[src/rtl/inv_share_arb_pkg.sv]
// -----------------------------------------------------------------------------
// inv_share_arb_pkg
//   Shared types and helpers for the inv_share_arb shared-inverter arbiter.
//   Contents:
//     state_t   - result buffer state {EMPTY, FULL}
//     DEF_N/W   - default requester count and operand width
//     idw_f     - requester-id width for a given requester count
//     rr_next   - behavioural round-robin pick, usable by reference models
// -----------------------------------------------------------------------------
package inv_share_arb_pkg;

   typedef enum logic {
      EMPTY = 1'b0,
      FULL  = 1'b1
   } state_t;

   localparam int DEF_N = 4;
   localparam int DEF_W = 8;

   function automatic int idw_f(input int n);
      return $clog2(n);
   endfunction

   // Returns the first requester set in req, searching last+1, last+2, ...
   // with wrap-around over n requesters; -1 when nothing is requested.
   function automatic int rr_next(input logic [15:0] req, input int last, input int n);
      for (int off = 1; off <= n; off++) begin
         int cand;
         cand = (last + off) % n;
         if (req[cand]) return cand;
      end
      return -1;
   endfunction

endpackage

[src/rtl/inv_share_arb_rr_pick.sv]
// -----------------------------------------------------------------------------
// rr_pick
//   Combinational round-robin priority picker. Finds the first set request
//   bit after position 'last', wrapping modulo N. Nothing is granted while
//   en is low.
//   Ports:
//     req  [N]   in   request levels
//     last [IDW] in   index granted most recently (search starts after it)
//     en         in   permission to grant this cycle
//     gnt  [N]   out  one-hot grant (all zero when nothing is granted)
//     idx  [IDW] out  index of the granted requester (0 when none)
//     any        out  a grant is being issued
// -----------------------------------------------------------------------------
module rr_pick #(
   parameter int N   = 4,
   parameter int IDW = 2
) (
   input  logic [N-1:0]   req,
   input  logic [IDW-1:0] last,
   input  logic           en,
   output logic [N-1:0]   gnt,
   output logic [IDW-1:0] idx,
   output logic           any
);

   // One extra bit holds last+off before the modulo-N fold.
   logic [IDW:0]   cand;
   logic [IDW-1:0] sel;

   // NOTE: every signal written here gets a default first, so no path
   // through the loop can leave one unassigned and infer a latch.
   always_comb begin
      gnt  = '0;
      idx  = '0;
      any  = 1'b0;
      cand = '0;
      sel  = '0;
      for (int off = 1; off <= N; off++) begin
         cand = {1'b0, last} + (IDW+1)'(off);
         if (cand >= (IDW+1)'(N)) cand = cand - (IDW+1)'(N);
         sel = cand[IDW-1:0];
         if (en && !any && req[sel]) begin
            any      = 1'b1;
            gnt[sel] = 1'b1;
            idx      = sel;
         end
      end
   end

endmodule

[src/rtl/inv_share_arb.sv]
// -----------------------------------------------------------------------------
// inv_share_arb
//   Round-robin arbiter feeding one shared bitwise inverter (y = ~a). One
//   requester is granted per cycle; its inverted operand lands in a
//   single-entry registered output buffer with valid/ready handshake.
//   Optional macro INV_SHARE_ARB_BYPASS_EN adds a per-requester bypass that
//   passes the operand through uninverted and reports it on out_bypass.
//   Ports:
//     clk, rst_n          clock (rising edge), async active-low reset
//     req       [N]       request levels, bit i = requester i
//     req_data  [N*W]     operands, slice [i*W +: W] = requester i
//     gnt       [N]       combinational one-hot grant
//     out_valid           result buffer holds a result
//     out_ready           downstream accepts when out_valid && out_ready
//     out_data  [W]       result of the granted requester
//     out_id    [IDW]     requester that produced out_data
//     busy                mirror of out_valid
//     req_bypass [N]      (bypass build) skip inversion for requester i
//     out_bypass          (bypass build) result was passed through
// -----------------------------------------------------------------------------
module inv_share_arb
   import inv_share_arb_pkg::*;
#(
   parameter  int N   = DEF_N,
   parameter  int W   = DEF_W,
   localparam int IDW = idw_f(N)
) (
   input  logic           clk,
   input  logic           rst_n,
   input  logic [N-1:0]   req,
   input  logic [N*W-1:0] req_data,
   output logic [N-1:0]   gnt,
   output logic           out_valid,
   input  logic           out_ready,
   output logic [W-1:0]   out_data,
   output logic [IDW-1:0] out_id,
`ifdef INV_SHARE_ARB_BYPASS_EN
   input  logic [N-1:0]   req_bypass,
   output logic           out_bypass,
`endif
   output logic           busy
);

   state_t         state_q, state_d;
   logic [IDW-1:0] last_q, last_d;
   logic [IDW-1:0] id_q, id_d;
   logic [W-1:0]   data_q, data_d;
   logic           buf_free;
   logic           pick_en;
   logic           pick_any;
   logic [IDW-1:0] pick_idx;
   logic [N-1:0]   pick_gnt;
   logic [W-1:0]   sel_op;
   logic           sel_byp;
`ifdef INV_SHARE_ARB_BYPASS_EN
   logic           byp_q, byp_d;
`endif

   // The buffer can take a new result when empty, or when the held one
   // leaves this same cycle. Gating with rst_n keeps gnt low during reset.
   assign buf_free = (state_q == EMPTY) || out_ready;
   assign pick_en  = buf_free && rst_n;

   rr_pick #(
      .N   (N),
      .IDW (IDW)
   ) u_pick (
      .req  (req),
      .last (last_q),
      .en   (pick_en),
      .gnt  (pick_gnt),
      .idx  (pick_idx),
      .any  (pick_any)
   );

   assign gnt = pick_gnt;

   // One-hot AND-OR mux of the granted operand (and its bypass flag).
   always_comb begin
      sel_op  = '0;
      sel_byp = 1'b0;
      for (int i = 0; i < N; i++) begin
         if (pick_gnt[i]) begin
            sel_op = sel_op | req_data[i*W +: W];
`ifdef INV_SHARE_ARB_BYPASS_EN
            sel_byp = sel_byp | req_bypass[i];
`endif
         end
      end
   end

   always_comb begin
      state_d = state_q;
      last_d  = last_q;
      id_d    = id_q;
      data_d  = data_q;
`ifdef INV_SHARE_ARB_BYPASS_EN
      byp_d   = byp_q;
`endif
      if (pick_any) begin
         data_d  = sel_byp ? sel_op : ~sel_op;
         id_d    = pick_idx;
         last_d  = pick_idx;
         state_d = FULL;
`ifdef INV_SHARE_ARB_BYPASS_EN
         byp_d   = sel_byp;
`endif
      end else if (state_q == FULL && out_ready) begin
         // Result drained with nothing to replace it; data/id are left as-is
         // so out_data only ever moves on a capture.
         state_d = EMPTY;
      end
   end

   // NOTE: sequential state uses non-blocking assignments so every register
   // samples pre-edge values, independent of statement order.
   // NOTE: the result register is reset too: a single W-bit word, and it
   // gives out_data a defined value before the first capture.
   always_ff @(posedge clk or negedge rst_n) begin
      if (!rst_n) begin
         state_q <= EMPTY;
         last_q  <= IDW'(N-1);
         id_q    <= '0;
         data_q  <= '0;
`ifdef INV_SHARE_ARB_BYPASS_EN
         byp_q   <= 1'b0;
`endif
      end else begin
         state_q <= state_d;
         last_q  <= last_d;
         id_q    <= id_d;
         data_q  <= data_d;
`ifdef INV_SHARE_ARB_BYPASS_EN
         byp_q   <= byp_d;
`endif
      end
   end

   assign out_valid = (state_q == FULL);
   assign busy      = out_valid;
   assign out_data  = data_q;
   assign out_id    = id_q;
`ifdef INV_SHARE_ARB_BYPASS_EN
   assign out_bypass = byp_q;
`endif

endmodule

[config.mk]
export PLATFORM = sky130hd
export DESIGN_NAME = inv_share_arb
export DESIGN_NICKNAME = d
export VERILOG_FILES = /design/src/rtl/inv_share_arb_pkg.sv /design/src/rtl/inv_share_arb_rr_pick.sv /design/src/rtl/inv_share_arb.sv
export SDC_FILE = /design/constraint.sdc
export NUM_CORES = 1
export LEC_CHECK = 0
export CORE_UTILIZATION = 42
export DETAILED_ROUTE_END_ITERATION = 8
export PLACE_DENSITY = 0.77
export SLEW_MARGIN = 10
export SYNTH_ARGS = -nofsm -noshare
export SYNTH_HDL_FRONTEND = slang
export SYNTH_SLANG_ARGS = --single-unit
[constraint.sdc]
create_clock -name clk -period 3.1 [get_ports clk]
set_input_delay 0.62 -clock clk [delete_from_list [all_inputs] [get_ports clk]]
set_output_delay 0.62 -clock clk [all_outputs]
set_load 0.05 [all_outputs]
==> impl_metrics.ini <==
[floorplan]
io_pins = 55
initial_core_util_pct = 44.2
rows = 22
die-area_um2 = 4160
coreArea_um2 = 3720
die_w_um = 64.5
die_y_um = 64.5

[timing]
finalMaxSlewViolations = 0
slew_headroom_pct = 64.0
fin_setup_tns_ns = -0.0224
min_period_ns = 3.12
rsz0062_at_grt = true
max_freq_ghz = 0.320
worst_pin_slew_ns = 0.541
skew_ns = 0.00488
setup_ws_ns = -0.0224
hold_slack_ns = 0.493
timing.final.crit_share_pct = 101
setup_viol_count_final = 1
hold_violations = 0

[global_routing]
grt_pass1_vias = 1834
grt_pass1_wl_um = 8890
antenna_found_initial = 0
gr-usage-all-layers_pct = 27.6
grt.overflow.total = 0
grt_max_degree = 22

[logic_synthesis]
synth_compound_area_share_pct = 44.5
syn_nets = 239
async_flop_share_pct = 100
muxShareOfSynthArea_pct = 4.65
avgSynthCellArea_um2 = 8.55
ys.flop_type = dfrtp_1
netlist_area_um2 = 1640
yosysWarnings = 0
synth_edf_count = 0
synth_xor_area_share_pct = 0
synth_adder_area_share_pct = 6.10
ys_seq_area_share_pct = 20.0
ys_ff_latch = 13
netlist_instances = 192
ys_types = 47
yosys.area_share.simple_pct = 15.1
synth_top_family_by_area = compound AO/OA/AOI/OAI gates

[cells_and_area]
drive_gt1_share_pct = 29.6
nNetsFinal = 318
fillCellCount = 293
area_delta_synth_final_pct = 59.0
design_area_um2 = 2610
fin_util_pct = 70.2
diodes = 0

[cts]
numCtsBuffers = 3
htree_levels = 1
cts_tree = done
clkTransAtPathRegs_ns = 0.07
cts.sinks = 13
cts_root_buf = clkbuf_8
clk_path_buf_depth = 2
worst_skew_pair.late_latency_ns = 0.25

[hold_path]
hold_class = reg -> reg
holdPathEnd = out_id[1]$_DFFE_PN0P_
hp-start = out_id[1]$_DFFE_PN0P_
hold-path-cell-count = 2

[routing]
drt_first_pass_iters = 7
dr_total_vias = 2032
wl_per_cell_um = 18.5
antenna_left = 0
via_per_inst = 6.39
totalWireLength_um = 5870
drt-initial-drc-count = 292
drc_errors = 0

[placed_design]
dp_hpwl_um = 4040
gp_congestion = 0.897
io_buffers = 54
place_area_um2 = 2430

[power_and_ir_drop]
ir_worst_vdd_v = 0.000654
leakage_nw = 1.07
power_per_cell_area_nw_per_um2 = 1040

[critical_path]
r2r_end = out_data[0]$_DFFE_PN0P_
regToRegStartpoint = last_q[0]$_DFFE_PN1P_
crit_path_cell_trace = inv_4 > ha_4 > mux4_2 > buf_6 > nand2_2 > o21a_1 > nor2_2 > a221o_2 > buf_12
path_class = reg -> out
path_buf_inv = 3
crit_fanout = 8
worstSetupStartpointType = flop
required_ns = 2.48
end_kind = output port
crit_slowest_cell = dfstp_2
arrival_ns = 2.50
reg2reg_slack_ns = 0.41
slowest_delay_ns = 0.60
critPathTopFamily = flip-flops
worstRegToRegCells = 12

[run_status]
outcome = complete, but fails checks
violations = setup timing

[flow_run]
max-cap-violations = 0
through the flow:
| step | setup slack (ns) | power (mW) | std cells |
|---|---|---|---|
| 5_1_grt | -0.0839 | 2.87 | 318 |
| 4_1_cts | -0.000135 | 2.55 | 312 |
| 3_3_place_gp | -0.208 | 2.29 | 304 |
| 3_5_place_dp | -0.269 | 2.31 | 304 |
| 2_1_floorplan | -0.0446 | 1.66 | 192 |
| 6_report | -0.0224 | 2.71 | 318 |
state kept, by name (all words and copies together), names as in the netlist:
register / cells
out_data: 8
last_q: 2
out_id: 2
busy: 1
what timing repair did:
item                       CTS  global route
buffers inserted             6             5
resized for setup           11            11
pin swaps                    5            10
setup endpoints to repair    4             4
hold buffers                 0             0
gates cloned                 0             1
hold endpoints to repair     0             0
per-layer routing:
metal | global-route usage [%] | vias up | part of all wire [%]
met3 | 3.52 | 20 | 9.3
met5 | 0 | - | 0
met1 | 37.3 | 946 | 42
met2 | 44.9 | 127 | 46
met4 | 9.72 | 0 | 2.7
li1 | - | 939 | -
how the worst max path moves through the flow:
stage,to,start,cells after the start,slack [ns]
2_1_floorplan,gnt[0],last_q[0]$_DFFE_PN1P_,11,-0.04
3_3_place_gp,gnt[2],req[3],9,-0.21
3_5_place_dp,gnt[1],req[3],9,-0.27
4_1_cts,gnt[3],last_q[0]$_DFFE_PN1P_,9,-0.0001
5_1_grt,gnt[3],last_q[0]$_DFFE_PN1P_,9,-0.08
6_report,gnt[3],last_q[0]$_DFFE_PN1P_,9,-0.02
report_power, final:
part,internal (mW),switching [mW]
logic,1.02,1.22
registers,0.261,0.0511
clock network,0.0912,0.0741
total,1.37,1.34
cell families after synthesis:
group | after synthesis
AO/OA/AOI/OAI | 88
AND/OR/NAND/NOR | 47
multiplexers | 5
adder cells (fa/ha/maj) | 8
flip-flops | 13
buffers and inverters | 31
synth_stat cells, drive strengths merged, types with 2 or more instances:
library cell | number | share of area, %
ha | 8 | 6.1
inv | 10 | 2.3
a221oi | 8 | 4.3
clkbuf | 6 | 1.4
mux4 | 2 | 2.7
o31a | 2 | 1.1
a21oi | 3 | 0.91
nor2b | 2 | 1.7
and2 | 2 | 0.76
nand2b | 3 | 1.1
a311oi | 2 | 1.1
a211oi | 2 | 1.2
nor2 | 8 | 2.1
a32o | 8 | 4.9
nor3 | 2 | 0.91
a222oi | 12 | 7.3
a22oi | 28 | 13
mux2i | 2 | 1.2
o21a | 2 | 0.91
dfstp | 2 | 3.2
a221o | 4 | 2.4
a32oi | 2 | 1.1
o21ai | 6 | 1.8
dfrtp | 11 | 17
nand2 | 27 | 6.2
buf | 15 | 6.0
cells in the final DEF (no fill, tap or decap), types with 3 or more instances in the layout:
cell,n
a32o_1,8
inv_1,7
nand2_1,25
a221o_2,4
ha_1,7
a22oi_1,28
a221oi_1,8
nand2b_1,3
clkdlybuf4s50_1,46
nor2_1,6
clkbuf_8,3
dfrtp_1,11
o21ai_0,3
buf_4,38
buf_12,5
a222oi_1,12
worst reg2reg max path, cell delays in order (launching register included):
cell and delay (ns):
dfstp_2 0.60, inv_4 0.07, ha_4 0.27, buf_4 0.15
a211oi_2 0.19, o221ai_1 0.17, a211oi_2 0.22, buf_4 0.18
buf_4 0.10, buf_4 0.11, buf_4 0.16, a221oi_1 0.10
a32o_1 0.26
cell type report:
cell class	count	area (um^2)	share of cell area (%)
Timing Repair Buffer	95	915	35.0
Sequential cell	13	328	12.6
Multi-Input combinational cell	148	1220	46.8
Clock buffer	4	45.0	1.73
Tap cell	48	60.1	2.30
Inverter	10	40.0	1.53
Power figures use the tool's default switching activity.
==> variant 1, RTL diff (config.mk and constraints unchanged) <==
Change the package constant `DEF_N` from 4 to 3.
--- a/src/rtl/inv_share_arb_pkg.sv
+++ b/src/rtl/inv_share_arb_pkg.sv
@@ -14,7 +14,7 @@
       FULL  = 1'b1
    } state_t;
 
-   localparam int DEF_N = 4;
+   localparam int DEF_N = 3;
    localparam int DEF_W = 8;
 
    function automatic int idw_f(input int n);
Interface: changed (resized gnt, req and req_data); port bits go from 55 to 45. No check against the original RTL was run, so the function may have changed too.
==> variant 1 against the original RTL <==
  * Critical endpoint is now gnt[0]
  * Register-to-register slack better by 0.12 ns
  * Cell area is 39% lower
  * Synthesized cell count is 47% lower
  * Largest cell class unchanged
  * Wire length is 50% lower
  * Global-route usage is 4.4 points lower
  * Synthesized area is 42% lower
  * Cell count is 42% lower
  * Sequential cell count is 1 lower
  * Worst hold slack better by 0.060 ns
  * Power is 38% lower
  * Setup slack better by 0.068 ns
==> variant 1: results (changes against the original RTL) <==
<table>
<tr><th>Metric</th><th>Value</th></tr>
<tr><th colspan="2">Placement</th></tr>
<tr><td>Weighted congestion at the end of routability-driven global placement</td><td>0.933 (+4.0%)</td></tr>
<tr><td>Half-perimeter wire length after detailed placement</td><td>2140 microns (-47%)</td></tr>
<tr><td>Port Buffer Count</td><td>44 (-19%)</td></tr>
<tr><th colspan="2">Detailed routing</th></tr>
<tr><td>Iter 0 DRT Violations</td><td>29 (-90%)</td></tr>
<tr><td>Detailed route wirelength on metal3</td><td>64 microns (-88%)</td></tr>
<tr><td>Wl on met1</td><td>1300 microns (-47%)</td></tr>
<tr><td>DR WL met2</td><td>1560 microns (-42%)</td></tr>
<tr><td>Vias per Instance</td><td>5.57 (-13%)</td></tr>
<tr><th colspan="2">Clocking</th></tr>
<tr><td>Clock root cell</td><td>clkbuf_4</td></tr>
<tr><td>Post-CTS setup buffer count</td><td>0 (-6)</td></tr>
<tr><th colspan="2">Power</th></tr>
<tr><td>Clock group power</td><td>128 uW (-22%)</td></tr>
<tr><td>Leak</td><td>0.654 nW (-39%)</td></tr>
<tr><td>Comb. pwr</td><td>1.28 mW (-43%)</td></tr>
<tr><td>Switching portion of total power</td><td>50.8% (+1.3 points)</td></tr>
<tr><th colspan="2">GRT</th></tr>
<tr><td>Met3 GRT Util</td><td>3.70% (+0.18 points)</td></tr>
<tr><td>Wire length of the first global-routing pass</td><td>4420 microns (-50%)</td></tr>
<tr><td>Global routing met2 resource utilization</td><td>40.3% (-4.6 points)</td></tr>
<tr><td>Total global-route track usage</td><td>23.3% (-4.4 points)</td></tr>
<tr><th colspan="2">Logic synthesis</th></tr>
<tr><td>Adder-Cell Fraction of Synth Area</td><td>7.85% (+1.8 points)</td></tr>
<tr><td>Proportion of synthesized chip area in sequential cells</td><td>31.5% (+12 points)</td></tr>
<tr><td>Xor/xnor cell area share of the yosys netlist</td><td>0.916% (+0.92 points)</td></tr>
<tr><td>Count of distinct cell types in the synthesized netlist</td><td>36 (-23%)</td></tr>
<tr><th colspan="2">Hold path</th></tr>
<tr><td>Worst Hold Launch</td><td>busy</td></tr>
<tr><td>Terminating pin of the worst hold path</td><td>busy</td></tr>
<tr><th colspan="2">Cells and area</th></tr>
<tr><td>Fillers</td><td>155 (-47%)</td></tr>
<tr><td>Layout cells sized above 1</td><td>22.4% (-7.2 points)</td></tr>
<tr><td>Final nets</td><td>193 (-39%)</td></tr>
<tr><th colspan="2">Critical path</th></tr>
<tr><td>Capture point of the worst reg-to-reg path</td><td>out_data[4]</td></tr>
<tr><td>Kind of cell adding the most delay to the critical path</td><td>simple AND/OR/NAND/NOR gates</td></tr>
<tr><td>Setup crit end</td><td>gnt[0]</td></tr>
<tr><td>Data arrival time of the critical path</td><td>2.43 ns (-0.07 ns)</td></tr>
<tr><th colspan="2">Status</th></tr>
<tr><td>Outcome</td><td>completed</td></tr>
<tr><th colspan="2">Timing</th></tr>
<tr><td>Transition time at the pin with the least slew margin</td><td>0.927 ns (+0.387 ns)</td></tr>
</table>
-- variant 1: cell types whose count changed after synthesis, sizes merged, moves of 4 or more --
cell    change
a311oi      +6
inv         -4
a222oi     -12
nand2      -22
a32o        -8
a22o        +9
a221oi      -8
a22oi      -28
buf        -11
-- variant 1: per-stage QoR --
stage	util [%]	total power, mW	setup TNS [ns]	cells	cell area, sq um
floorplan	-	1.09	0	101	956
global route	78.2	1.76	-0.0298	183	1600
finish	78.2	1.68	0	183	1600
global placement	73.5	1.45	0	177	1500
CTS	76.7	1.63	0	181	1570
detailed placement	73.5	1.47	0	177	1500
-- variant 1: cell type report --
| cell class | count | area (sq um) | area share, % |
|---|---|---|---|
| multi-input combinational | 76 | 629 | 39.4 |
| timing repair buffer | 58 | 573 | 35.9 |
| inverter | 6 | 22.5 | 1.41 |
| tap | 27 | 33.8 | 2.12 |
| sequential | 12 | 302 | 18.9 |
| clock buffer | 4 | 36.3 | 2.27 |
==> variant 2, RTL diff (config.mk and constraints unchanged) <==
Without the edit above. Take the reset off `id_q` and `data_q` and load them in a clocked block of their own.
--- a/src/rtl/inv_share_arb.sv
+++ b/src/rtl/inv_share_arb.sv
@@ -120,20 +120,21 @@
       if (!rst_n) begin
          state_q <= EMPTY;
          last_q  <= IDW'(N-1);
-         id_q    <= '0;
-         data_q  <= '0;
 `ifdef INV_SHARE_ARB_BYPASS_EN
          byp_q   <= 1'b0;
 `endif
       end else begin
          state_q <= state_d;
          last_q  <= last_d;
-         id_q    <= id_d;
-         data_q  <= data_d;
 `ifdef INV_SHARE_ARB_BYPASS_EN
          byp_q   <= byp_d;
 `endif
       end
+   end
+
+   always_ff @(posedge clk) begin
+      id_q   <= id_d;
+      data_q <= data_d;
    end
 
    assign out_valid = (state_q == FULL);
Behaviour: differs if rst_n is asserted again (counterexample within 4 cycles, from zero or initial values and one cycle with rst_n low); with rst_n held inactive, the same outputs for 10 cycles.
==> variant 2 against the original RTL <==
  * Sequential power is 7.0% lower
  * Sequential cell count stayed put
  * Wire length is 17% lower
  * Synthesized area is 2.4% lower
  * Synthesized cell count is 8.9% lower
  * Power is 17% lower
  * Cell area is 2.9% lower
  * Setup slack better by 0.099 ns
  * Critical path type unchanged
  * Largest power group unchanged
  * Highest routed layer unchanged
==> variant 2: results (changes against the original RTL) <==
<table>
<tr><th>Metric</th><th>Value</th></tr>
<tr><th colspan="2">Status</th></tr>
<tr><td>Outcome</td><td>completed</td></tr>
<tr><th colspan="2">Detailed routing</th></tr>
<tr><td>Number of vias after detailed routing</td><td>1,785 (-12%)</td></tr>
<tr><td>Wirelength per Cell</td><td>16.1 microns (-13%)</td></tr>
<tr><td>Final wirelength</td><td>4870 microns (-17%)</td></tr>
<tr><th colspan="2">Critical path</th></tr>
<tr><td>Data arrival time of the critical path</td><td>2.40 ns (-0.10 ns)</td></tr>
<tr><td>Maximum net fanout on the critical path</td><td>13 (+5)</td></tr>
<tr><td>Cell type of the slowest stage on the worst timing path</td><td>mux4_2</td></tr>
<tr><th colspan="2">Logic synthesis</th></tr>
<tr><td>Ranking of synthesized cells by instance count</td><td>nand2_1 (13), a22oi_1 (10), edfxtp_1 (10), inv_1 (10)</td></tr>
<tr><td>Gate count of the mapped netlist</td><td>175 (-8.9%)</td></tr>
<tr><td>Count of flip-flops with a built-in enable after synthesis</td><td>10 (+10)</td></tr>
<tr><td>Cells taking the most area after synthesis</td><td>edfxtp_1 (19%), ha_1 (6.3%), a22oi_1 (4.7%), a221oi_1 (4.4%), a222oi_1 (3.8%)</td></tr>
<tr><td>Share of synthesized area spent on multiplexers</td><td>3.44% (-1.2 points)</td></tr>
<tr><th colspan="2">Cells and area</th></tr>
<tr><td>Number of buffers outside the clock class in the layout</td><td>91 (-4.2%)</td></tr>
<tr><td>Count of multi-input gates</td><td>137 (-7.4%)</td></tr>
<tr><td>Fillers</td><td>271 (-7.5%)</td></tr>
<tr><td>Clock network area share</td><td>1.78% (+0.051 points)</td></tr>
<tr><th colspan="2">Clocking</th></tr>
<tr><td>Clock slew at reported path FFs</td><td>0.05 ns (-0.02 ns)</td></tr>
<tr><td>Clock network latency to the later pin of the worst-skew pair</td><td>0.23 ns (-0.02 ns)</td></tr>
<tr><th colspan="2">Placement</th></tr>
<tr><td>Placed instance area</td><td>2460 sq um (+1.5%)</td></tr>
<tr><td>Weighted congestion at the end of routability-driven global placement</td><td>0.847 (-5.5%)</td></tr>
<tr><th colspan="2">Timing</th></tr>
<tr><td>Worst slew margin relative to its limit</td><td>46.7% (-17 points)</td></tr>
<tr><td>Final clock skew</td><td>0.00144 ns (-0.00344 ns)</td></tr>
<tr><td>Min cycle time layout</td><td>3.02 ns (-0.0995 ns)</td></tr>
<tr><th colspan="2">GRT</th></tr>
<tr><td>Maximum number of pins on one net before global-route repair</td><td>15 (-32%)</td></tr>
<tr><td>Wire length of the first global-routing pass</td><td>7820 microns (-12%)</td></tr>
<tr><td>Number of global-route vias before repair</td><td>1,718 (-6.3%)</td></tr>
<tr><th colspan="2">Floorplan</th></tr>
<tr><td>Area of the core</td><td>3660 sq um (-1.5%)</td></tr>
<tr><th colspan="2">Power</th></tr>
<tr><td>VDD IR-drop max</td><td>0.518 mV (-21%)</td></tr>
<tr><th colspan="2">Hold path</th></tr>
<tr><td>Class of the tightest hold or removal check</td><td>primary input to asynchronous set/reset pin</td></tr>
</table>
[variant 2: cell types whose count changed in the layout (fill, tap and decap cells not counted), moves of 4 or more]
| cell | change |
|---|---|
| a21oi_1 | +5 |
| a221o_2 | -4 |
| a221oi_2 | +4 |
| a222oi_1 | -6 |
| a22o_1 | +5 |
| a22oi_1 | -18 |
| a32o_1 | -8 |
| and2_1 | +7 |
| and3_1 | +5 |
| dfrtp_1 | -10 |
| edfxtp_1 | +10 |
| nand2_1 | -12 |
[variant 2: power by group through the flow]
stage | Combinational (mW) | Sequential [mW] | Clock, mW
4_1_cts | 1.77 | 0.289 | 0.139
2_1_floorplan | 0.984 | 0.431 | 0
6_report | 1.82 | 0.291 | 0.138
5_1_grt | 1.93 | 0.295 | 0.149
3_3_place_gp | 1.71 | 0.291 | 0
3_5_place_dp | 1.74 | 0.293 | 0
[variant 2: routing by layer]
metal  GRT usage (%)  share of wire, %
met1            33.6                46
met4            7.39               1.8
met2            40.0                46
met5               0                 0
met3            2.86               5.8
